## src/rtl/cmp_pkg.sv

```systemverilog
// Shared types for the bit-serial magnitude comparator.
// FSM states, decision codes and verdict legality.
package cmp_pkg;

  typedef enum logic [1:0] {
    S_IDLE    = 2'd0,
    S_COMPARE = 2'd1,
    S_DONE    = 2'd2
  } state_e;

  typedef enum logic [1:0] {
    D_UND = 2'd0,
    D_GT  = 2'd1,
    D_LT  = 2'd2
  } dec_e;

  // A verdict is legal when exactly one of the three flags is high.
  function automatic logic verdict_legal(
    input logic asb,
    input logic aib,
    input logic aeb
  );
    return (asb ^ aib ^ aeb) && !(asb && aib && aeb);
  endfunction

endpackage

```

## src/rtl/cmp_bit_decode.sv

```systemverilog
// Per-beat verdict decoder for the serial comparator.
// Maps one bit-pair verdict to a decision step plus legality.
module cmp_bit_decode
  import cmp_pkg::*;
(
  input  logic i_asb,
  input  logic i_aib,
  input  logic i_aeb,
  output dec_e o_step,
  output logic o_legal
);

  logic w_legal;

  assign w_legal = verdict_legal(i_asb, i_aib, i_aeb);
  assign o_legal = w_legal;

  // Illegal codes fall back to "equal" so they never decide a word.
  always_comb begin
    o_step = D_UND;
    if (w_legal) begin
      unique case (1'b1)
        i_asb:   o_step = D_GT;
        i_aib:   o_step = D_LT;
        default: o_step = D_UND;
      endcase
    end
  end

endmodule

```

## src/rtl/serial_mag_compare.sv

```systemverilog
// Bit-serial N-bit magnitude comparator, MSB first.
// First unequal bit decides; result via valid/ready.
module serial_mag_compare
  import cmp_pkg::*;
#(
  parameter int WIDTH = 8
) (
  input  logic clk,
  input  logic rst_n,
  input  logic in_valid,
  output logic in_ready,
  input  logic AsB,
  input  logic AiB,
  input  logic AeB,
  output logic res_valid,
  input  logic res_ready,
  output logic a_gt_b,
  output logic a_lt_b,
  output logic a_eq_b,
  output logic code_err,
  output logic busy
);

  localparam int CW = $clog2(WIDTH);
  localparam logic [CW-1:0] LAST = CW'(WIDTH - 1);
  localparam logic [CW-1:0] ONE  = CW'(1);

  state_e          r_state;
  state_e          w_state_n;
  dec_e            r_dec;
  dec_e            w_dec_n;
  logic [CW-1:0]   r_cnt;
  logic [CW-1:0]   w_cnt_n;
  logic            r_err;
  logic            w_err_n;
  dec_e            w_step;
  logic            w_legal;
  logic            w_in_ready;
  logic            w_beat;
  logic            w_done_n;

  cmp_bit_decode u_dec (
    .i_asb   (AsB),
    .i_aib   (AiB),
    .i_aeb   (AeB),
    .o_step  (w_step),
    .o_legal (w_legal)
  );

  assign w_in_ready = rst_n && (r_state != S_DONE);
  assign in_ready   = w_in_ready;
  assign w_beat     = in_valid && w_in_ready;
  assign code_err   = r_err;
  assign w_done_n   = (w_state_n == S_DONE);

  // Next-state, counter, decision and sticky error logic.
  always_comb begin
    w_state_n = r_state;
    w_dec_n   = r_dec;
    w_cnt_n   = r_cnt;
    w_err_n   = r_err;
    unique case (r_state)
      S_IDLE: begin
        if (w_beat) begin
          w_state_n = S_COMPARE;
          w_cnt_n   = LAST;
          w_dec_n   = w_step;
          w_err_n   = !w_legal;
        end
      end
      S_COMPARE: begin
        if (w_beat) begin
          if (r_dec == D_UND) begin
            w_dec_n = w_step;
          end
          w_err_n = r_err || !w_legal;
          if (r_cnt == ONE) begin
            w_state_n = S_DONE;
            w_cnt_n   = '0;
          end else begin
            w_cnt_n = r_cnt - ONE;
          end
        end
      end
      S_DONE: begin
        if (res_ready) begin
          w_state_n = S_IDLE;
          w_dec_n   = D_UND;
        end
      end
      default: begin
        w_state_n = S_IDLE;
        w_dec_n   = D_UND;
      end
    endcase
  end

  // State register with synchronous active-low reset.
  always_ff @(posedge clk) begin
    if (!rst_n) begin
      r_state <= S_IDLE;
    end else begin
      r_state <= w_state_n;
    end
  end

  // Datapath registers: counter, decision, error.
  always_ff @(posedge clk) begin
    if (!rst_n) begin
      r_dec <= D_UND;
      r_cnt <= '0;
      r_err <= 1'b0;
    end else begin
      r_dec <= w_dec_n;
      r_cnt <= w_cnt_n;
      r_err <= w_err_n;
    end
  end

  // Registered result and status outputs.
  always_ff @(posedge clk) begin
    if (!rst_n) begin
      res_valid <= 1'b0;
      a_gt_b    <= 1'b0;
      a_lt_b    <= 1'b0;
      a_eq_b    <= 1'b0;
      busy      <= 1'b0;
    end else begin
      res_valid <= w_done_n;
      a_gt_b    <= w_done_n && (w_dec_n == D_GT);
      a_lt_b    <= w_done_n && (w_dec_n == D_LT);
      a_eq_b    <= w_done_n && (w_dec_n == D_UND);
      busy      <= (w_state_n == S_COMPARE);
    end
  end

endmodule

```

## config.mk

```make
export PLATFORM = sky130hd
export DESIGN_NAME = serial_mag_compare
export DESIGN_NICKNAME = d
export VERILOG_FILES = /design/src/rtl/cmp_pkg.sv /design/src/rtl/cmp_bit_decode.sv /design/src/rtl/serial_mag_compare.sv
export SDC_FILE = /design/constraint.sdc
export NUM_CORES = 1
export LEC_CHECK = 0
export BUFFER_PORTS_ARGS = -buffer_cell sky130_fd_sc_hd__buf_2
export CORE_AREA = 2 2 39 41
export CTS_CLUSTER_DIAMETER = 30
export DETAILED_ROUTE_END_ITERATION = 16
export DIE_AREA = 0 0 41 43
export GPL_TIMING_DRIVEN = 0
export PLACE_DENSITY = 0.72
export RECOVER_POWER = 50
export SETUP_SLACK_MARGIN = 0.3
export SYNTH_ARGS = -nofsm -noshare
export SYNTH_HDL_FRONTEND = slang
export SYNTH_HIERARCHICAL = 1
export SYNTH_SLANG_ARGS = --single-unit
export TNS_END_PERCENT = 100
```

## constraint.sdc

```tcl
create_clock -name clk -period 2.2 [get_ports clk]
set_input_delay 0.33 -clock clk [delete_from_list [all_inputs] [get_ports clk]]
set_output_delay 0.33 -clock clk [all_outputs]
set_load 0.005 [all_outputs]
```

# Word level (Yosys, flattened, before mapping)
# Index checks and enable logic that the tools add are counted.
[op_classes] addsub=1 eq_ne=10 n_mux=19 bitwise=2 n_reduce_logical=16
[ops] op="2-bit two-way mux" count=9
[ops] op="2-bit case mux with 3 select lines" count=2
[ops] op="3-bit two-way mux" count=3
[ops] op="1-bit logical AND" count=8
[ops] op="2-bit by 1-bit == test with 1-bit output (second input constant)" count=3
[ops] op="2-bit == test (second input constant)" count=3
[ops] op="2-bit logical NOT" count=3
[ops] op="2-bit != test (second input constant)" count=3
[ops] op="3-bit case mux with 2 select lines" count=1
[ops] op="2-bit case mux with 2 select lines" count=1
[ops] op="3-bit by 1-bit == test with 1-bit output (second input constant)" count=1
[ops] op="3-bit AND reduction" count=1
[ops] op="3-bit by 1-bit subtractor with 3-bit output (second input constant)" count=1
[ops] op="1-bit logical NOT" count=2
[ops] op="1-bit two-way mux" count=2
[ops] op="1-bit case mux with 2 select lines" count=1
[ops] op="2-bit nonzero test" count=1
[ops] op="1-bit bitwise XOR" count=2
[ops] op="1-bit logical OR" count=1
[totals] regBits=13 inputBits=7 out_inout_bits=7 elab_cells=57

# Logic depth before layout (Yosys ltp)
[logic_depth] ltp_word=10 ltp_mapped=8 mapped_depth_nobuf=8

# Modules after synthesis
# Netlist, hierarchy kept.
[modules_own_cells] mod="serial_mag_compare" instances=1 cells_per_inst=61 area_per_inst_um2=578.1 seq_area_each_um2=260.2
[modules_own_cells] mod="cmp_bit_decode" instances=1 cells_per_inst=9 area_per_inst_um2=66.3 seq_area_each_um2=0.0

# Worst setup path before layout
# No wires, ideal clock.
[synth_path] path_type="in2reg" start="input port AsB" end="register a_eq_b" setup_ns=0.116 t_arrival_ns=1.771 t_required_ns=2.084 path_slack_ns=0.313 stages=8 n_path_buf=0 path_cell_list="inv_1 -> ha_1 -> or3b_1 -> a211oi_1 -> inv_1 -> a21oi_1 -> o22a_1 -> and3b_1"
[synth_via] elab_chain_len=10 elab_cells_between_ends=14 cone_classes="mux: 6; bitwise: 2; reduce/logical: 6"
[synth_rtl] element="start, declared" line="serial_mag_compare.sv:12" rtl="input logic AsB,"
[synth_rtl] element="1-bit logical AND (2 in series)" line="cmp_pkg.sv:23" rtl="return (asb ^ aib ^ aeb) && !(asb && aib && aeb);"
[synth_rtl] element="1-bit logical NOT" line="cmp_pkg.sv:23"
[synth_rtl] element="1-bit logical AND" line="cmp_pkg.sv:23"
[synth_rtl] element="2-bit two-way mux *" line="cmp_bit_decode.sv:21" rtl="if (w_legal) begin"
[synth_rtl] element="net w_step[0]" line="serial_mag_compare.sv:36" rtl="dec_e w_step;"
[synth_rtl] element="2-bit two-way mux" line="serial_mag_compare.sv:73" rtl="if (r_dec == D_UND) begin"
[synth_rtl] element="2-bit two-way mux" line="serial_mag_compare.sv:72" rtl="if (w_beat) begin"
[synth_rtl] element="2-bit case mux with 3 select lines *" line="serial_mag_compare.sv:62" rtl="unique case (r_state)"
[synth_rtl] element="2-bit logical NOT *" line="serial_mag_compare.sv:132" rtl="a_eq_b <= w_done_n && (w_dec_n == D_UND);"
[synth_rtl] element="1-bit logical AND *" line="serial_mag_compare.sv:132"
[synth_rtl] element="end signal, assigned" line="serial_mag_compare.sv:132"
[synth_rtl] element="end, declared" line="serial_mag_compare.sv:19" rtl="output logic a_eq_b,"
# The timed path passes the listed nets; every way through them passes the cells marked *.
# A chain may end at the register's enable or synchronous reset.

# Worst setup path after layout
# Ends and elaborated chain as after synthesis.

==> impl_metrics.py <==
metrics = {
    "run_status": {
        "run_status": "completed",
    },
    "die": {
        "core_sq_um": 1380,
        "rows": 14,
        "die-area_sq_um": 1760,
        "initial_core_util_pct": 46.6,
        "io-pin-count": 14,
        "chip_height_um": 43,
        "die_w_um": 41,
    },
    "clocking": {
        "postCtsHoldBufs": 0,
        "cts-htree-levels": 1,
        "clkSinkCount": 13,
        "cts_root_buf": "sky130_fd_sc_hd__clkbuf_4",
        "tritoncts": "done",
        "cts_inserted_buffers": 3,
        "insertion_delay_ns": 0.28,
        "cts.clk_slew.worst_paths_ns": 0.08,
        "ctsLongestPathBuffers": 2,
    },
    "worst_hold_path": {
        "min_to": "r_state[1]$_SDFF_PN0_",
        "worstHoldStart": "rst_n",
        "worst_hold_path_class": "in -> reg",
        "hold_path_depth": 2,
    },
    "finish": {
        "final_cells": 104,
        "layout.core_utilization_pct": 56.7,
        "finalNetCount": 100,
        "diodes": 0,
        "area.sequential_sq_um": 260,
        "drive_gt1_share_pct": 28.4,
        "final.fill_count": 138,
        "area_growth_from_synthesis_to_layout_pct": 21.7,
        "multiInputGateArea_sq_um": 369,
    },
    "grt": {
        "first_global_vias": 459,
        "antenna_violations_before_repair": 0,
        "grt_remaining_overflow": 0,
        "track_usage_pct": 16.4,
        "grt_pass1_wl_mm": 1.93,
        "grt_max_degree": 11,
    },
    "worst_setup_path": {
        "critical_path.max_stage_delay_ns": 0.40,
        "r2r.worst_path.cells": 5,
        "cell_with_the_biggest_individual_delay_on_the_critical_path": "sky130_fd_sc_hd__or3b_4",
        "critPathRequiredTime_ns": 2.38,
        "cp_data_arrival_time_ns": 1.97,
        "crit_type": "in -> reg",
        "rr_startpoint": "r_state[1]$_SDFF_PN0_",
        "cp_cell_sequence": "buf_2 > inv_2 > ha_4 > or3b_4 > a211oi_2 > inv_1 > a21oi_2 > o22a_1 > and3b_1",
        "reg2reg_slack_ns": 0.80,
        "cp-start-kind": "input pin",
        "crit_fanout": 4,
        "reg2reg_to": "a_eq_b$_SDFF_PN0_",
        "sort_of_element_at_the_end_of_the_critical_path": "flop",
    },
    "sta": {
        "hold_viol": 0,
        "finalCriticalPeriod_ns": 1.79,
        "grt_setup_unrepaired": "no",
        "setup_viol": 0,
        "report.final.slew_viol_count": 0,
        "worst_case_clock_skew_ns": 0.00702,
        "max_slew.worst_pin.slew_ns": 0.386,
        "max_freq_mhz": 558,
        "final.setup.tns_ns": 0,
        "layout_worst_path_cycle_share_pct": 81.4,
        "fin_ws_ns": 0.409,
        "slew-limit-headroom_pct": 74.3,
    },
    "synthesis": {
        "yosysTopAreaCell": "sky130_fd_sc_hd__dfxtp_1",
        "synth.cells.most_frequent": "13 x sky130_fd_sc_hd__dfxtp_1, 6 x sky130_fd_sc_hd__inv_1, 5 x sky130_fd_sc_hd__nand2_1",
        "postSynthNetCount": 81,
        "synth_cell_type_count": 28,
        "synthesis.instances": 70,
        "synth_sequential_area_ratio_pct": 40.4,
        "synth_most_common_cell": "sky130_fd_sc_hd__dfxtp_1",
        "synth_enable_flop_cells": 0,
        "ys_warn_count": 6,
        "syn_area_per_cell_sq_um": 9.21,
        "synth_flop_cell": "sky130_fd_sc_hd__dfxtp_1",
        "syn-cell-area_sq_um": 644,
        "synth_top_cells_by_area": "sky130_fd_sc_hd__dfxtp_1 40%, sky130_fd_sc_hd__ha_1 7.8%, sky130_fd_sc_hd__and3b_1 4.1%",
        "async_flop_share_pct": 0,
        "ys_ff_latch": 13,
        "synth_top_area_share_pct": 40.4,
    },
    "route": {
        "drt_wl_cell_um": 11.9,
        "ant_nets": 0,
        "viasPerCell": 5.18,
        "detail_route.first_pass.iterations": 4,
        "dr_total_vias": 539,
        "dr.first_iter.drc_count": 5,
        "wirelength_routed_mm": 1.24,
        "post-route-drc-count": 0,
    },
    "power": {
        "ir_drop_v": 0.000328,
        "p_leak_nw": 0.359,
        "power.density_cell_area_nw_per_um2": 609,
    },
    "run": {
        "cap_violations": 0,
    },
    "placement": {
        "place_congestion": 0.685,
        "preCtsSetupSlack_ns": 0.0317,
        "post-dp-hpwl_um": 859,
        "placed_cells": 99,
        "place.port_buffers": 13,
    },
}
==> placed cells by master (no fill, tap or decap), types with 2 or more instances in the layout <==
master                     count
sky130_fd_sc_hd__dfxtp_1      13
sky130_fd_sc_hd__buf_2        12
sky130_fd_sc_hd__nand2_1       5
sky130_fd_sc_hd__inv_1         4
sky130_fd_sc_hd__clkbuf_1      4
sky130_fd_sc_hd__and3b_1       3
sky130_fd_sc_hd__and3_1        3
sky130_fd_sc_hd__nor2_1        3
sky130_fd_sc_hd__o21a_1        3
sky130_fd_sc_hd__nor2b_1       3
sky130_fd_sc_hd__o21ai_0       3
sky130_fd_sc_hd__ha_1          3
sky130_fd_sc_hd__clkbuf_4      3
sky130_fd_sc_hd__buf_4         2
sky130_fd_sc_hd__a21boi_0      2
sky130_fd_sc_hd__nor4bb_1      2
sky130_fd_sc_hd__and2_1        2
sky130_fd_sc_hd__nand2b_1      2
sky130_fd_sc_hd__inv_2         2
==> where the power goes <==
part / switching, mW / internal [mW]
sequential: 0.00487 / 0.246
clock: 0.0796 / 0.0704
combinational: 0.0394 / 0.0375
total: 0.124 / 0.354
==> repair_timing <==
| item | 4_1_cts | 5_1_grt |
|---|---|---|
| endpoints found under the setup margin | 0 | 4 |
| gates resized for setup | 0 | 6 |
| buffers inserted | 0 | 1 |
==> registers in the layout, summed over array words and instances, names as in the netlist <==
signal / cells
res_valid: 1
r_dec: 2
r_state: 2
r_cnt: 3
a_eq_b: 1
a_lt_b: 1
a_gt_b: 1
busy: 1
code_err: 1
==> kinds of logic (layout without fill, tap and decap cells) <==
family                   after synthesis  after routing  synth area share (%)
adder cells (fa/ha/maj)                4              4                  7.77
AO/OA/AOI/OAI                         16             16                  17.7
AND/OR/NAND/NOR                       28             28                  28.2
flip-flops                            13             13                  40.4
buffers and inverters                  9             27                  6.02
==> through the flow <==
stage / area [sq um] / power (mW) / hold slack (ns)
after detailed placement: 729 / 0.324 / 0.552
after floorplan: 644 / 0.303 / 0.489
final: 785 / 0.478 / 0.357
after global routing: 785 / 0.506 / 0.349
after CTS: 756 / 0.478 / 0.344
after global placement: 729 / 0.321 / 0.545
==> worst max-delay path: cells and delay by family <==
kind                     cells  cell delay (ns)
AND/OR/NAND/NOR              2             0.59
adder cells (fa/ha/maj)      1             0.20
AO/OA/AOI/OAI                3             0.59
buffers and inverters        3             0.26
==> metal layers <==
layer	global-route usage [%]	vias to the layer above	part of all wire, %
li1	-	278	-
met5	0	-	0
met3	4.71	0	3.2
met4	10.0	0	0
met2	23.4	10	49
met1	20.8	251	48
==> area by class of cell <==
type,instances,area share [%]
Sequential cell,13,33.2
Multi-Input combinational cell,48,47.0
Buffer,3,2.07
Timing Repair Buffer,14,8.93
Inverter,6,2.87
Clock buffer,4,3.35
Tap cell,16,2.55
==> worst max path at each step <==
stage / to / from / slack (ns)
after global routing: a_eq_b$_SDFF_PN0_ / AiB / 0.32
final: a_eq_b$_SDFF_PN0_ / AsB / 0.41
after global placement: a_eq_b$_SDFF_PN0_ / AsB / 0.10
after detailed placement: a_eq_b$_SDFF_PN0_ / AsB / 0.03
after CTS: a_eq_b$_SDFF_PN0_ / AsB / 0.34
after floorplan: a_eq_b$_SDFF_PN0_ / AsB / 0.31
Power figures use the tool's default switching activity.
